`config.mk`:
```
export PLATFORM = sky130hd
export DESIGN_NAME = sonic_scan_ctrl
export DESIGN_NICKNAME = d
export VERILOG_FILES = /design/src/rtl/sonic_scan_ctrl.sv
export SDC_FILE = /design/constraint.sdc
export NUM_CORES = 1
export LEC_CHECK = 0
export CELL_PAD_IN_SITES_DETAIL_PLACEMENT = 0
export CELL_PAD_IN_SITES_GLOBAL_PLACEMENT = 1
export CORE_ASPECT_RATIO = 0.5
export CORE_MARGIN = 5
export CORE_UTILIZATION = 50
export CTS_BUF_LIST = sky130_fd_sc_hd__clkbuf_4 sky130_fd_sc_hd__clkbuf_8
export DETAILED_ROUTE_END_ITERATION = 10
export PLACE_DENSITY_LB_ADDON = 0.1
export SETUP_SLACK_MARGIN = 0.3
export SYNTH_ARGS = -nofsm -noshare
export SYNTH_HDL_FRONTEND = slang
export SYNTH_SLANG_ARGS = --single-unit
export TNS_END_PERCENT = 1
```
`constraint.sdc`:
```
create_clock -name clk -period 7 [get_ports clk]
set_input_delay 1.4 -clock clk [delete_from_list [all_inputs] [get_ports clk]]
set_output_delay 1.4 -clock clk [all_outputs]
set_load 0.05 [all_outputs]
```
`src/rtl/sonic_scan_ctrl.sv`:
```
`default_nettype none
// ============================================================================
// Module  : sonic_scan_ctrl
// Purpose : Round-robin scheduler for HC-SR04-style ultrasonic rangers that
//           share one echo-width counter. Each enabled channel gets one fixed
//           time slot: trigger pulse, echo measurement, result write-back.
//           Results are read through a registered port with unread flags.
// Rev     : 1.0  initial release
// ============================================================================
module sonic_scan_ctrl #(
    parameter int               N_SENSORS   = 4,
    parameter int               CNT_W       = 24,
    parameter int               TRIG_CYCLES = 500,
    parameter int               SLOT_CYCLES = 2500000,
    parameter int               MAX_WIDTH   = 1800000,
    parameter logic [CNT_W-1:0] OOR_CODE    = 24'h000FFF,
    // Derived channel-index width; not meant to be overridden.
    parameter int               CH_W        = (N_SENSORS > 1) ? $clog2(N_SENSORS) : 1
) (
    input  logic                 clk,
    input  logic                 reset_n,
    input  logic                 run,
    input  logic [N_SENSORS-1:0] ch_mask,
    input  logic [N_SENSORS-1:0] echo,
    output logic [N_SENSORS-1:0] trig,
    output logic                 busy,
    output logic [CH_W-1:0]      cur_ch,
    output logic                 done,
    output logic [CH_W-1:0]      done_ch,
    input  logic                 rd_en,
    input  logic [CH_W-1:0]      rd_addr,
    output logic [CNT_W-1:0]     rd_data,
    output logic [N_SENSORS-1:0] new_flags
);

    typedef enum logic [2:0] {
        S_IDLE  = 3'd0,
        S_TRIG  = 3'd1,
        S_WAIT  = 3'd2,
        S_MEAS  = 3'd3,
        S_GUARD = 3'd4
    } state_t;

    localparam logic [CNT_W-1:0] C_TRIG_LAST = CNT_W'(TRIG_CYCLES - 1);
    localparam logic [CNT_W-1:0] C_SLOT_LAST = CNT_W'(SLOT_CYCLES - 1);
    localparam logic [CNT_W-1:0] C_MAX_WIDTH = CNT_W'(MAX_WIDTH);

    state_t                 r_state;
    state_t                 w_next;
    logic [N_SENSORS-1:0]   r_echo_s1;
    logic [N_SENSORS-1:0]   r_echo_s2;
    logic [CNT_W-1:0]       r_slot_cnt;
    logic [CNT_W-1:0]       r_width;
    logic [CH_W-1:0]        r_cur_ch;
    logic [N_SENSORS-1:0]   r_trig;
    logic [N_SENSORS-1:0]   r_new;
    logic                   r_done;
    logic [CH_W-1:0]        r_done_ch;
    logic [CNT_W-1:0]       r_rd_data;
    logic [CNT_W-1:0]       r_results [N_SENSORS];

    logic                   w_echo;
    logic                   w_slot_end;
    logic                   w_start;
    logic                   w_write;
    logic                   w_rd_valid;
    logic                   w_sel_found;
    logic [CH_W-1:0]        w_sel;
    logic [CH_W-1:0]        w_cand;
    logic [CNT_W-1:0]       w_wr_val;
    logic [CNT_W-1:0]       w_width_inc;

    assign w_echo      = r_echo_s2[r_cur_ch];
    assign w_slot_end  = (r_slot_cnt == C_SLOT_LAST);
    assign w_width_inc = (r_width == {CNT_W{1'b1}}) ? r_width : r_width + CNT_W'(1);
    assign w_rd_valid  = (int'(rd_addr) < N_SENSORS);

    // Two-flop synchroniser on every raw echo input.
    always_ff @(posedge clk or negedge reset_n) begin
        if (!reset_n) begin
            r_echo_s1 <= '0;
            r_echo_s2 <= '0;
        end else begin
            r_echo_s1 <= echo;
            r_echo_s2 <= r_echo_s1;
        end
    end

    // Pick the lowest enabled channel strictly after the last one, wrapping.
    always_comb begin
        w_sel       = r_cur_ch;
        w_sel_found = 1'b0;
        w_cand      = '0;
        for (int i = 1; i <= N_SENSORS; i++) begin
            w_cand = CH_W'((int'(r_cur_ch) + i) % N_SENSORS);
            if (!w_sel_found && ch_mask[w_cand]) begin
                w_sel       = w_cand;
                w_sel_found = 1'b1;
            end
        end
    end

    // Next-state and write decision. A timeout on the last slot cycle returns
    // straight to IDLE so every slot is exactly SLOT_CYCLES long.
    always_comb begin
        w_next   = r_state;
        w_start  = 1'b0;
        w_write  = 1'b0;
        w_wr_val = r_width;
        case (r_state)
            S_IDLE: begin
                if (run && w_sel_found) begin
                    w_next  = S_TRIG;
                    w_start = 1'b1;
                end
            end
            S_TRIG: begin
                if (r_slot_cnt == C_TRIG_LAST) begin
                    w_next = S_WAIT;
                end
            end
            S_WAIT: begin
                if (w_slot_end) begin
                    w_write  = 1'b1;
                    w_wr_val = OOR_CODE;
                    w_next   = S_IDLE;
                end else if (w_echo) begin
                    w_next = S_MEAS;
                end
            end
            S_MEAS: begin
                if (!w_echo) begin
                    w_write  = 1'b1;
                    w_wr_val = (r_width > C_MAX_WIDTH) ? OOR_CODE : r_width;
                    w_next   = w_slot_end ? S_IDLE : S_GUARD;
                end else if (w_slot_end) begin
                    w_write  = 1'b1;
                    w_wr_val = OOR_CODE;
                    w_next   = S_IDLE;
                end
            end
            S_GUARD: begin
                if (w_slot_end) begin
                    w_next = S_IDLE;
                end
            end
            default: w_next = S_IDLE;
        endcase
    end

    // State register.
    always_ff @(posedge clk or negedge reset_n) begin
        if (!reset_n) begin
            r_state <= S_IDLE;
        end else begin
            r_state <= w_next;
        end
    end

    // Slot counter, width counter, channel select and trigger output.
    always_ff @(posedge clk or negedge reset_n) begin
        if (!reset_n) begin
            r_slot_cnt <= '0;
            r_width    <= '0;
            r_cur_ch   <= CH_W'(N_SENSORS - 1);
            r_trig     <= '0;
        end else begin
            if (w_start) begin
                r_cur_ch   <= w_sel;
                r_slot_cnt <= '0;
                r_width    <= '0;
                r_trig     <= N_SENSORS'(1) << w_sel;
            end else if (r_state != S_IDLE) begin
                r_slot_cnt <= r_slot_cnt + CNT_W'(1);
            end
            if (r_state == S_TRIG && r_slot_cnt == C_TRIG_LAST) begin
                r_trig <= '0;
            end
            // The cycle that first sees echo high counts as width 1.
            if (r_state == S_WAIT && w_echo) begin
                r_width <= CNT_W'(1);
            end else if (r_state == S_MEAS && w_echo) begin
                r_width <= w_width_inc;
            end
        end
    end

    // Result store, done pulse, read port and unread flags (write beats read).
    always_ff @(posedge clk or negedge reset_n) begin
        if (!reset_n) begin
            for (int i = 0; i < N_SENSORS; i++) begin
                r_results[i] <= '0;
            end
            r_new     <= '0;
            r_done    <= 1'b0;
            r_done_ch <= '0;
            r_rd_data <= '0;
        end else begin
            r_done <= w_write;
            if (rd_en) begin
                if (w_rd_valid) begin
                    r_rd_data      <= r_results[rd_addr];
                    r_new[rd_addr] <= 1'b0;
                end else begin
                    r_rd_data <= '0;
                end
            end
            if (w_write) begin
                r_results[r_cur_ch] <= w_wr_val;
                r_new[r_cur_ch]     <= 1'b1;
                r_done_ch           <= r_cur_ch;
            end
        end
    end

    assign trig      = r_trig;
    assign busy      = (r_state != S_IDLE);
    assign cur_ch    = r_cur_ch;
    assign done      = r_done;
    assign done_ch   = r_done_ch;
    assign rd_data   = r_rd_data;
    assign new_flags = r_new;

endmodule
`default_nettype wire

```
==> summary.md <==
Timing
• Final TNS setup: 0 ns
• transition time at the pin with the least slew margin: 1.08 ns
• fin worst setup slack: 3.01 ns
• RSZ-0062 raised after global routing: no
• relative slew slack: 28.2%
• fin crit period: 3.99 ns
• final setup vio count: 0
• number of hold violations in the final report: 0
• achievable frequency: 251 MHz
• max-slew violation count: 0
• fraction of the cycle the final worst path needs: 57.0%
• Worst Clk Skew: 0.0263 ns

Global route
• wire length of the first global-routing pass: 32700 um
• met1 track demand over resource: 31.5%
• total routing resource utilization after global routing: 20.7%
• antenna violations before repair: 0
• vias in the first global route: 5825
• maximum number of pins on one net before global-route repair: 128
• grt total ovfl: 0
• GRT Max-Usage Layer: met1
• GR met3 Demand/Resource: 4.70%
• global-route track usage on met2: 30.8%

Floorplanning
• Die Ht: 103 um
• initial core utilization: 50.5%
• I/O pin count: 52
• overall die area: 0.0203 mm^2
• core region area: 0.0172 mm^2
• DIE WIDTH: 196 um
• FP Rows: 34

Detailed routing
• mean number of vias per cell: 6.08
• 1st-iter DRT viols: 386
• DRT antenna net count: 0
• first-pass iteration count of the detailed router: 5
• routed via count: 5878
• final WL: 20000 um
• routed length per instance: 20.7 um
• count of unresolved DRC violations after routing: 0

Run status
• status: finished clean

Setup path
• Critical-path top delay cell: sky130_fd_sc_hd__clkdlybuf4s50_1
• Critical path origin: r_state[0]
• worst reg-to-reg path cell count: 8
• Arrival @ worst endpoint: 2.59 ns
• slowest cell delay on critical path: 0.77 ns
• worst r2r src: cur_ch[0]
• kind of start point of the critical path: flip-flop
• Data required, critical path: 5.60 ns
• CP endpoint kind: output pin
• register-to-register setup slack: 3.47 ns
• Reg-to-Reg End: r_width[23]
• CP max FO: 9
• cell breakdown of the critical path: nor3_1 > inv_1 > clkdlybuf4s50_1
• critical path class: flip-flop to output pin

Power and ir drop
• Comb power frac: 8.7%
• design internal power: 1.50 mW
• worst supply voltage drop on vdd: 0.000114 V
• part of the power in the clock network: 33.4%
• cell leakage power: 4.30 nW
• share of power burned in registers: 57.9%
• areal power density over the cells: 219 mW/mm^2
• Switching Share: 29.2%
• NetSw: 617 uW

CTS
• CTS root buf: sky130_fd_sc_hd__clkbuf_8
• CTS tree: built
• Bufs on Longest Clock Path: 2
• hold-fix buffers at CTS: 0
• clk sink count: 192
• clock-pin slew of the registers on the worst-case setup and hold paths: 0.10 ns
• clock latency of the later-clocked register in the worst-skew pair: 0.48 ns
• number of buffers inserted during clock tree synthesis: 17
• postcts setup bufs: 0
• total number of H-tree levels: 4
• PostCTS Resize Cnt: 0

Synth
• Post-Synthesis Mean Instance Area: 12.4 um^2
• sequential fraction of the synthesis area: 55.4%
• area leader, netlist: sky130_fd_sc_hd__dfrtp_1
• commonest cells in the synthesized netlist: 190 x sky130_fd_sc_hd__dfrtp_1, 40 x sky130_fd_sc_hd__o22a_1, 39 x sky130_fd_sc_hd__nand3_1
• asr flop ratio synth: 100%
• most frequent cell after synthesis: sky130_fd_sc_hd__dfrtp_1
• count of flip-flops with a built-in enable after synthesis: 0
• cell count after synthesis: 698
• synthesized cell area: 0.00868 mm^2
• Synth Flop Type: sky130_fd_sc_hd__dfrtp_1
• cell types occupying the most area after synthesis: sky130_fd_sc_hd__dfrtp_1 55%, sky130_fd_sc_hd__mux4_2 7.5%, sky130_fd_sc_hd__o22a_1 4.0%, sky130_fd_sc_hd__mux2_2 3.9%, sky130_fd_sc_hd__a22o_1 3.7%
• top cell type's share of synthesized area: 54.8%
• number of flip-flops and latches in the synthesized netlist: 192
• number of distinct standard cells referenced by the synthesized netlist: 60
• syn_nets: 719
• Yosys warning total: 0

Cells and area
• non-filler instance count after layout: 967
• number of antenna repair diodes: 0
• Layout area overhead: 11.3%
• Final Instance Area: 0.00966 mm^2
• fraction of layout cells with a size suffix above 1: 15.3%
• Final Net Count: 741

Place
• number of buffer cells added on primary ports: 51
• final HPWL from detailed placement: 13000 um
• Placer Congestion: 0.809
• placed cell count: 935
• dpl cell area: 0.00927 mm^2
• Post-Place Setup Slack: 2.79 ns

Min path
• end point of the worst hold path: r_echo_s2[2]
• number of cells on the worst hold path: 0
• Hold/Removal Path Class: flip-flop to flip-flop
• Hold Crit Start: r_echo_s1[2]

Flow run
• number of violations of the max-capacitance limit: 0

==> through the flow <==
| step | utilization (%) | hold WS (ns) | power [mW] |
|---|---|---|---|
| 2_1_floorplan | - | 0.331 | 1.35 |
| 3_3_place_gp | 54.0 | 0.334 | 1.42 |
| 3_5_place_dp | 54.0 | 0.336 | 1.43 |
| 4_1_cts | 56.2 | 0.357 | 2.14 |
| 5_1_grt | 56.2 | 0.359 | 2.22 |
| 6_report | 56.2 | 0.353 | 2.12 |
==> layout make-up <==
class / count / area [um^2]
fillers: 1447 / 7530
flip-flops and latches: 192 / 4810
multi-input cells: 443 / 3600
repair buffers: 55 / 534
well taps: 234 / 293
clock buffers: 18 / 241
clock inverters: 14 / 143
inverters: 11 / 41.3
==> worst max path at each step <==
stage / end / depth (start not counted)
after global placement: r_width[23] / 7
final: busy / 3
after global routing: busy / 3
after CTS: busy / 3
after floorplan: r_width[4] / 7
after detailed placement: r_width[23] / 7
==> registers in the layout, indices dropped and copies added, names as in the netlist, 3 cells and up <==
register / flops
trig: 4
rd_data: 24
r_state: 3
r_echo_s1: 4
r_echo_s2: 4
new_flags: 4
r_slot_cnt: 24
r_width: 24
r_results: 96
==> power groups by stage <==
stage          Clock [mW]  Combinational [mW]  Sequential [mW]
2_1_floorplan           0               0.119             1.23
3_3_place_gp            0               0.180             1.24
3_5_place_dp            0               0.186             1.25
4_1_cts             0.732               0.187             1.23
5_1_grt             0.774               0.209             1.24
6_report            0.707               0.183             1.23
==> critical path, delay by kind of cell (launching register included) <==
family | cells | cell delay (ns)
DFF | 1 | 0.51
and+or+nand+nor | 1 | 0.59
buffers and inverters | 2 | 1.02
==> cells in the final DEF (no fill, tap or decap), types with 16 or more instances in the layout <==
cell type                         instances
sky130_fd_sc_hd__dfrtp_1                190
sky130_fd_sc_hd__clkdlybuf4s50_1         48
sky130_fd_sc_hd__o22a_1                  40
sky130_fd_sc_hd__nand3_1                 39
sky130_fd_sc_hd__a22o_1                  37
sky130_fd_sc_hd__nor2_1                  36
sky130_fd_sc_hd__nand2_1                 33
sky130_fd_sc_hd__o21ai_0                 30
sky130_fd_sc_hd__mux2_2                  30
sky130_fd_sc_hd__mux4_2                  29
sky130_fd_sc_hd__xor2_1                  18
sky130_fd_sc_hd__clkbuf_8                18
sky130_fd_sc_hd__and2_1                  16
==> routing by layer <==
layer / wire length, um / vias to the layer above / share of wire [%]
met5: 0 / - / 0
met4: 158 / 0 / 0.79
met3: 910 / 15 / 4.6
met2: 8890 / 124 / 44
met1: 10000 / 3077 / 50
li1: - / 2662 / -
==> logic make-up (layout without fill, tap and decap cells) <==
logic type	after synthesis	after routing	synth area share, %
AOI/OAI and AO/OA	171	171	15.6
xor gates and xnor gates	19	19	1.92
adders and majority gates	7	7	1.01
buffers and inverters	63	98	3.29
DFF	192	192	55.4
muxes	64	64	12.0
and+or+nand+nor	182	182	10.8
Note: power is estimated with default switching activity, not from simulation.
